$ cat src/rtl/tdc_pkg.sv
// Shared constants and the FIFO entry type for the TDC code packer.
// The packed output byte is {err, 1'b0, code[5:0]}.
package tdc_pkg;

    localparam int TDC_TAPS    = 32;
    localparam int TDC_BIN_W   = 6;
    localparam int OUT_ERR_BIT = 7;

    typedef struct packed {
        logic                 err;
        logic [TDC_BIN_W-1:0] code;
    } tdc_entry_t;

    function automatic logic [7:0] pack_entry(input tdc_entry_t e);
        logic [7:0] b;
        b = '0;
        b[OUT_ERR_BIT] = e.err;
        b[TDC_BIN_W-1:0] = e.code;
        return b;
    endfunction

endpackage

$ cat src/rtl/tdc_code_packer_if.sv
// Capture/readout bus of the TDC code packer; master = host/delay-line side,
// slave = the packer itself.
interface tdc_code_packer_if
    import tdc_pkg::*;
#(
    parameter int TAPS  = TDC_TAPS,
    parameter int DEPTH = 8
);

    logic                       tdc_valid;
    logic [TAPS-1:0]            tdc_therm;
    logic                       rd_req;
    logic                       ovf_clr;
    logic [7:0]                 out_byte;
    logic                       out_valid;
    logic                       fifo_full;
    logic                       overflow;
    logic [$clog2(DEPTH):0]     fifo_count;

    modport master (
        output tdc_valid, tdc_therm, rd_req, ovf_clr,
        input  out_byte, out_valid, fifo_full, overflow, fifo_count
    );

    modport slave (
        input  tdc_valid, tdc_therm, rd_req, ovf_clr,
        output out_byte, out_valid, fifo_full, overflow, fifo_count
    );

endinterface

$ cat src/rtl/tdc_therm2bin.sv
// Combinational thermometer-to-binary converter (popcount, bubble tolerant).
// Bubble detection is built only when TDC_BUBBLE_FLAG_EN is defined.
module tdc_therm2bin
    import tdc_pkg::*;
#(
    parameter int TAPS  = TDC_TAPS,
    parameter int BIN_W = TDC_BIN_W
) (
    input  logic [TAPS-1:0]  therm,
    output logic [BIN_W-1:0] code,
    output logic             err
);

    always_comb begin
        code = '0;
        for (int i = 0; i < TAPS; i++) begin
            code = code + BIN_W'(therm[i]);
        end
    end

`ifdef TDC_BUBBLE_FLAG_EN
    // Any 0 below a 1 implies at least one adjacent 0->1 step somewhere.
    logic [TAPS-2:0] step_up;
    genvar gi;
    generate
        for (gi = 0; gi < TAPS - 1; gi++) begin : g_bubble
            assign step_up[gi] = ~therm[gi] & therm[gi+1];
        end
    endgenerate
    assign err = |step_up;
`else
    assign err = 1'b0;
`endif

endmodule

$ cat src/rtl/tdc_code_packer.sv
// TDC code packer: registered thermometer encoder feeding a small FIFO read
// out one byte per rd_req rising edge. Optional bubble flag: TDC_BUBBLE_FLAG_EN.
module tdc_code_packer
    import tdc_pkg::*;
#(
    parameter int TAPS  = TDC_TAPS,
    parameter int DEPTH = 8,
    parameter int BIN_W = TDC_BIN_W
) (
    input  logic             clk,
    input  logic             rst,
    tdc_code_packer_if.slave bus
);

    localparam int PTR_W = $clog2(DEPTH);
    localparam int CNT_W = $clog2(DEPTH) + 1;

    logic [BIN_W-1:0] bin_code;
    logic             bin_err;

    tdc_therm2bin #(
        .TAPS  (TAPS),
        .BIN_W (BIN_W)
    ) u_therm2bin (
        .therm (bus.tdc_therm),
        .code  (bin_code),
        .err   (bin_err)
    );

    logic       enc_valid_reg;
    tdc_entry_t enc_entry_reg;

    always_ff @(posedge clk or posedge rst) begin
        if (rst) begin
            enc_valid_reg <= 1'b0;
            enc_entry_reg <= '0;
        end else begin
            enc_valid_reg <= bus.tdc_valid;
            if (bus.tdc_valid) begin
                enc_entry_reg.err  <= bin_err;
                enc_entry_reg.code <= TDC_BIN_W'(bin_code);
            end
        end
    end

    tdc_entry_t       mem [DEPTH];
    logic [PTR_W-1:0] rd_ptr_reg, rd_ptr_next;
    logic [PTR_W-1:0] wr_ptr_reg, wr_ptr_next;
    logic [CNT_W-1:0] count_reg, count_next;
    logic             overflow_reg, overflow_next;
    logic             rd_prev_reg;
    logic [7:0]       out_byte_reg;

    logic       rd_rise, empty, full, pop, push_ok, drop, bypass;
    tdc_entry_t head_next;

    always_comb begin
        rd_rise       = bus.rd_req & ~rd_prev_reg;
        empty         = (count_reg == '0);
        full          = (count_reg == CNT_W'(DEPTH));
        pop           = rd_rise & ~empty;
        push_ok       = enc_valid_reg & (~full | pop);
        drop          = enc_valid_reg & full & ~pop;
        rd_ptr_next   = pop     ? rd_ptr_reg + PTR_W'(1) : rd_ptr_reg;
        wr_ptr_next   = push_ok ? wr_ptr_reg + PTR_W'(1) : wr_ptr_reg;
        count_next    = count_reg + CNT_W'(push_ok) - CNT_W'(pop);
        overflow_next = drop | (overflow_reg & ~bus.ovf_clr);
        // The entry being written becomes the head when nothing else remains.
        bypass        = push_ok & (count_reg == CNT_W'(pop));
        head_next     = bypass ? enc_entry_reg : mem[rd_ptr_next];
    end

    always_ff @(posedge clk) begin
        if (push_ok) begin
            mem[wr_ptr_reg] <= enc_entry_reg;
        end
    end

    always_ff @(posedge clk or posedge rst) begin
        if (rst) begin
            rd_ptr_reg   <= '0;
            wr_ptr_reg   <= '0;
            count_reg    <= '0;
            overflow_reg <= 1'b0;
            rd_prev_reg  <= 1'b0;
            out_byte_reg <= 8'h00;
        end else begin
            rd_ptr_reg   <= rd_ptr_next;
            wr_ptr_reg   <= wr_ptr_next;
            count_reg    <= count_next;
            overflow_reg <= overflow_next;
            rd_prev_reg  <= bus.rd_req;
            // Once drained, the last presented byte is held.
            if (count_next != '0) begin
                out_byte_reg <= pack_entry(head_next);
            end
        end
    end

    assign bus.out_byte   = out_byte_reg;
    assign bus.out_valid  = (count_reg != '0);
    assign bus.fifo_full  = (count_reg == CNT_W'(DEPTH));
    assign bus.overflow   = overflow_reg;
    assign bus.fifo_count = count_reg;

endmodule

$ cat src/flat_wrapper.sv
// flat-port wrapper written by rule: the top's interface ports become plain ports
module tdc_code_packer_flat import tdc_pkg::*;
#(
    parameter int TAPS  = TDC_TAPS,
    parameter int DEPTH = 8,
    parameter int BIN_W = TDC_BIN_W
)
  (clk, rst, bus_tdc_valid, bus_tdc_therm, bus_rd_req, bus_ovf_clr, bus_out_byte, bus_out_valid, bus_fifo_full, bus_overflow, bus_fifo_count);
  tdc_code_packer_if #(.TAPS(TAPS), .DEPTH(DEPTH)) bus_i ();
  input  logic clk;
  input  logic rst;
  input wire logic [$bits(bus_i.tdc_valid)-1:0] bus_tdc_valid;
  input wire logic [$bits(bus_i.tdc_therm)-1:0] bus_tdc_therm;
  input wire logic [$bits(bus_i.rd_req)-1:0] bus_rd_req;
  input wire logic [$bits(bus_i.ovf_clr)-1:0] bus_ovf_clr;
  output wire logic [$bits(bus_i.out_byte)-1:0] bus_out_byte;
  output wire logic [$bits(bus_i.out_valid)-1:0] bus_out_valid;
  output wire logic [$bits(bus_i.fifo_full)-1:0] bus_fifo_full;
  output wire logic [$bits(bus_i.overflow)-1:0] bus_overflow;
  output wire logic [$bits(bus_i.fifo_count)-1:0] bus_fifo_count;
  assign bus_i.tdc_valid = bus_tdc_valid;
  assign bus_i.tdc_therm = bus_tdc_therm;
  assign bus_i.rd_req = bus_rd_req;
  assign bus_i.ovf_clr = bus_ovf_clr;
  assign bus_out_byte = bus_i.out_byte;
  assign bus_out_valid = bus_i.out_valid;
  assign bus_fifo_full = bus_i.fifo_full;
  assign bus_overflow = bus_i.overflow;
  assign bus_fifo_count = bus_i.fifo_count;
  tdc_code_packer #(.TAPS(TAPS), .DEPTH(DEPTH), .BIN_W(BIN_W)) u_core (.clk(clk), .rst(rst), .bus(bus_i));
endmodule
$ cat config.mk
export PLATFORM = sky130hd
export DESIGN_NAME = tdc_code_packer_flat
export DESIGN_NICKNAME = d
export VERILOG_FILES = /design/src/rtl/tdc_pkg.sv /design/src/rtl/tdc_code_packer_if.sv /design/src/rtl/tdc_therm2bin.sv /design/src/rtl/tdc_code_packer.sv /design/src/flat_wrapper.sv
export SDC_FILE = /design/constraint.sdc
export NUM_CORES = 1
export LEC_CHECK = 0
export ABC_AREA = 1
export CAP_MARGIN = 20
export CELL_PAD_IN_SITES_DETAIL_PLACEMENT = 0
export CELL_PAD_IN_SITES_GLOBAL_PLACEMENT = 2
export CORE_MARGIN = 2
export CORE_UTILIZATION = 38
export CTS_CLUSTER_DIAMETER = 120
export DETAILED_ROUTE_END_ITERATION = 10
export MAX_ROUTING_LAYER = met4
export PLACE_DENSITY_LB_ADDON = 0.12
export SYNTH_ARGS = -nofsm -noshare
export SYNTH_HDL_FRONTEND = slang
export SYNTH_SLANG_ARGS = --single-unit
$ cat constraint.sdc
create_clock -name clk -period 4.63 [get_ports clk]
set_clock_uncertainty 0.2 [all_clocks]
set_input_delay 0.463 -clock clk [delete_from_list [all_inputs] [get_ports clk]]
set_output_delay 0.463 -clock clk [all_outputs]
set_load 0.01 [all_outputs]
== Word level (Yosys, flattened, before mapping) ==
Memory sizes are Yosys's and may differ from the RTL's.
Cells that the tools add are included.

* Mux-type cells: 4
* $add $sub $neg: 35
* Bitwise logic cells: 14
* Reduce and logical (&&, ||, !) cells: 3
* Eq/ne operators: 2

{| class="wikitable"
|+ Operators by type and width
! cell !! count
|-
| $add A6 B1 Y6 || 26
|-
| $reduce_bool A4 Y1 || 2
|-
| $and A1 B1 Y1 || 7
|-
| $mux W7 || 1
|-
| $add A3 B1 Y3 const B || 2
|-
| $add A5 B1 Y6 || 1
|-
| $add A4 B1 Y5 || 1
|-
| $not A1 Y1 || 5
|-
| $add A3 B1 Y4 || 1
|-
| $add A4 B1 Y4 || 1
|-
| $eq A4 B1 Y1 || 1
|-
| $eq A4 B4 Y1 const B || 1
|-
| $logic_not A4 Y1 || 1
|-
| $sub A4 B1 Y4 || 1
|-
| $add A2 B1 Y3 || 1
|-
| $mux W3 || 1
|-
| $add A1 B1 Y2 || 1
|-
| $mux W1 || 2
|-
| $or A1 B1 Y1 || 2
|}

* Bits of input ports: 37
* Register bits after elaboration: 26
* RAM bits: 48
* Memories kept: 1

{| class="wikitable"
|+ Memory list
! name !! words !! width !! read ports !! clocked after memory_dff !! wr ports !! RTL line !! RTL
|-
| u_core.mem || 8 || 6 || 1 || 0 || 1 || tdc_code_packer.sv:46 || <nowiki>tdc_entry_t mem [DEPTH];</nowiki>
|}

== Depth between registers and ports, before layout ==
* Word-level depth: 31
* Gate-level depth with buffers: 18

== Modules after synthesis ==
Synthesis repeated with hierarchy kept, for this count alone.

* Cells, all modules: 492
* Area total of the unflattened synthesis: 4,748.3 µm²

{| class="wikitable"
|+ Modules (own cells, without submodules)
! module !! times used !! area each (µm²) !! cells each
|-
| tdc_code_packer || 1 || 3,839.9 || 378
|-
| tdc_therm2bin || 1 || 908.4 || 114
|}

== Least setup slack after synthesis ==
Ideal clock, no wire load.

* Path type: input -> register
* Start: in bus_tdc_therm[0]
* End: reg u_core.enc_entry_reg[5] (netlist bit)
* Stages: 17
* Slack: -0.198 ns
* Path buffers: 0
* Data arrival time: 4.504 ns
* Setup time: 0.124 ns
* Cells stage by stage: inv_1 -> fa_1 -> fa_1 -> inv_1 -> fa_1 -> fa_1 -> fa_1 -> inv_1 -> fa_1 -> inv_1 -> ha_1 -> nand2_1 -> nor2_1 -> a211oi_1 -> nor2_1 -> o211ai_1 -> nand2_1

* Longest elaborated chain between the ends: 31

{| class="wikitable"
|+ Ends and longest elaborated chain
! item !! RTL line !! RTL
|-
| start, declared || flat_wrapper.sv:13 || <nowiki>input wire logic [$bits(bus_i.tdc_therm)-1:0] bus_tdc_therm;</nowiki>
|-
| $add A1 B1 Y2 || tdc_therm2bin.sv:17 || <nowiki>code = code + BIN_W'(therm[i]);</nowiki>
|-
| $add A2 B1 Y3 || tdc_therm2bin.sv:17 ||
|-
| $add A3 B1 Y4 || tdc_therm2bin.sv:17 ||
|-
| $add A4 B1 Y5 || tdc_therm2bin.sv:17 ||
|-
| $add A5 B1 Y6 || tdc_therm2bin.sv:17 ||
|-
| $add A6 B1 Y6 (26 in a row) || tdc_therm2bin.sv:17 ||
|-
| end, declared || tdc_code_packer.sv:31 || <nowiki>tdc_entry_t enc_entry_reg;</nowiki>
|}

Every way passes these cells.
A chain may end at the register's enable or synchronous reset.

== Final worst setup path ==
* Start: in bus_tdc_therm[17]
* End: reg u_core.enc_entry_reg[5] (netlist bit)

* Longest elaborated chain between the ends: 15

{| class="wikitable"
|+ Ends and longest elaborated chain
! item !! RTL line
|-
| $add A6 B1 Y6 (15 in a row) || tdc_therm2bin.sv:17
|}

Every way passes these cells.

==> results.toml <==
[run_status]
status = "complete, no violations"

[floorplan]
coreArea_sq_um = 10940
initial_core_util_pct = 39.35
die-area_sq_um = 12190
rows = 38
io_pins = 52
chipHeight_microns = 110.4
die_x_microns = 110.4

[sta]
worst_pin_slew_ns = 0.6575
timing_hold_violations_final = 0
setup_ws_ns = 0.04932
slew_headroom_pct = 56.00
rsz0062_at_grt = "true"
period_share_pct = 98.93
drv_slew = 0
min_period_ns = 4.581
whs_ns = 0.1287
fmax_ghz = 0.2183
setup_violations = 0

[final_layout]
fin_nets = 578
final_cell_count_no_fill = 646
fillerInstances = 1053
drive_gt1_share_pct = 15.22
utilization_pct = 48.09
n_antenna_cell = 0
design_area_sq_um = 5259
largest_reg_flops = 48
area_growth_pct = 22.22

[placed_design]
hpwl_microns = 7046
portBuffers = 49
gp_congestion = 0.8100
dpl_worst_slack_ns = -0.6802
place_inst = 627
place_area_sq_um = 4960

[routing]
wl_microns = 9324
ant_nets = 0
wl_met2_microns = 4549
num_vias = 2945
drtIter0Drc = 171
wl_met1_microns = 4072
wl_per_cell_microns = 14.43
drt_first_pass_iters = 4
top_layer = "met4"
dr_wl_met3_microns = 525
route.detailed.drc = 0
via_per_inst = 4.559

[clocking]
cts.clk_slew.worst_paths_ns = 0.06
clk_path_buf_depth = 2
cts_made_buffers = 9
insertion_delay_ns = 0.33
cts_sinks = 73
cts_tree = "yes"
cts_htree_levels = 3
root_buffer = "clkbuf_16"

[yosys]
synth_top_area_share_pct = 33.50
synth_seq_cells = 73
syn_inst = 443
synth_warnings = 0
synth_cell_types = 31
synth-edff-count = 48
yosysMostFrequentCell = "inv_1"
yosysSeqAreaShare_pct = 48.04
synth_area_per_cell_sq_um = 9.713
netlist_area_sq_um = 4303
synth.area.top_cells = "edfxtp_1, dfrtp_1, fa_1"
ys.flop_type = "edfxtp_1"
async_flop_share_pct = 34.25
synth_top_cells_by_count = "inv_1, nand3_1, nand2_1"
synth_top_area_cell = "edfxtp_1"

[pwr]
p_switching_mw = 1.557
ir_drop_mv = 0.2880
leakagePower_nw = 2.521
clkPwrFrac_pct = 17.9
p_seq_share_pct = 28.2
powerDensity_nw_per_um2 = 737.5
p_comb_share_pct = 53.8
p_int_mw = 2.321
switching_share_pct = 40.14

[grt]
grt_max_degree = 26
grt_first_pass_wirelength_microns = 15420
antenna_found_initial = 0
gr-total-overflow = 0
grt.total_usage_pct = 16.60
grt_pass1_vias = 3117

[critical_path]
reg2reg_from = "u_core.bus.fifo_count[2]"
critPathMaxStageDelay_ns = 0.53
criticalPathCategory = "input pin to register"
worst_path_most_repeated_cell = "fa_1"
r2r_cells = 15
r2r_slack_ns = 1.43
cp_max_fo = 3
critPathLaunch = "bus_tdc_therm[17]"
slowest_stage = "fa_1"
worstPathCellList = "buf_6 > fa_1 > inv_1 > fa_1 > inv_1 > fa_1 > fa_1 > fa_1 > inv_1 > fa_1 > inv_1 > ha_1 > buf_4 > a211oi_2 > nor2_1 > o211ai_1 > nand2_1"
arrival_ns = 4.59
start_kind = "input pin"
worstPathRequired_ns = 4.64
crit_path_end_kind = "register"

[hold_path]
hp-class = "input pin to asynchronous set/reset pin"

[run]
cap_violations = 0
-- cells in the final DEF, fill, tap and decap left out, types with 2 or more instances in the layout --
master	count
dfrtp_1	25
inv_1	116
nor2_1	20
inv_4	2
buf_2	8
nand2_2	4
nand2_4	2
clkbuf_16	11
ha_1	14
xor2_1	4
nand2_1	58
clkbuf_2	4
clkbuf_1	3
nand3_2	7
o21ai_0	7
a21oi_2	8
inv_2	7
o21ai_1	2
buf_6	4
clkdlybuf4s50_1	34
buf_4	7
conb_1	2
nand3_1	68
fa_2	2
fa_1	23
edfxtp_1	48
-- stage by stage --
step | power [mW] | setup TNS, ns
floorplan | 2.432 | -0.1187
global placement | 3.132 | -2.842
detailed placement | 3.161 | -3.169
CTS | 3.909 | -0.1861
global route | 4.247 | -0.5333
finish | 3.878 | 0
-- area by class of cell --
| type | count | area [sq um] | share of cell area (%) |
|---|---|---|---|
| Clock buffer | 15 | 300.3 | 5.710 |
| Multi-Input combinational cell | 234 | 1712 | 32.55 |
| Inverter | 125 | 474.2 | 9.017 |
| Sequential cell | 73 | 2067 | 39.31 |
| Tap cell | 140 | 175.2 | 3.331 |
| Clock inverter | 1 | 5.005 | 0.09517 |
| Timing Repair Buffer | 58 | 525.5 | 9.993 |
-- routing by layer --
| metal | track usage, % | vias to the layer above |
|---|---|---|
| met5 | - | - |
| met3 | 3.568 | 13 |
| li1 | - | 1482 |
| met1 | 20.55 | 1372 |
| met2 | 26.50 | 78 |
| met4 | 6.917 | 0 |
-- final timing paths --
kind,endpoint
max,u_core.enc_entry_reg[5]
min,u_core.bus.overflow
max reg2reg,u_core.bus.out_byte[0]
min reg2reg,u_core.bus.out_byte[0]
max in group asynchronous,u_core.enc_entry_reg[3]
min in group clk,u_core.bus.out_byte[0]
-- power by group through the flow --
stage	registers [mW]	clock network (mW)	logic [mW]
after floorplan	1.07	0	1.37
after global placement	1.11	0	2.03
after detailed placement	1.11	0	2.05
after CTS	1.10	0.704	2.11
after global routing	1.12	0.730	2.39
final	1.10	0.696	2.09
-- repair_timing --
item / in CTS / in global routing
hold buffers: 0 / 0
setup endpoints to repair: 5 / 5
pin swaps: 21 / 13
setup buffers: 2 / 1
resized for setup: 49 / 9
-- cells by family (layout without fill, tap and decap cells) --
group	after synthesis	count (layout)	share of synthesized area, %
fa+ha+maj	40	40	15.99
buf+inv	137	199	12.74
compound gates	21	21	3.170
other cells	1	2	0.08715
xor+xnor	5	5	1.018
flops	73	73	48.04
simple gates	166	166	18.96
-- worst max-delay path, delay by kind of cell --
| kind | cells | cell delay [ns] |
|---|---|---|
| compound gates | 2 | 0.38 |
| fa+ha+maj | 7 | 3.13 |
| buf+inv | 6 | 0.49 |
| simple gates | 2 | 0.13 |
Note: power is estimated with default switching activity, not from simulation.
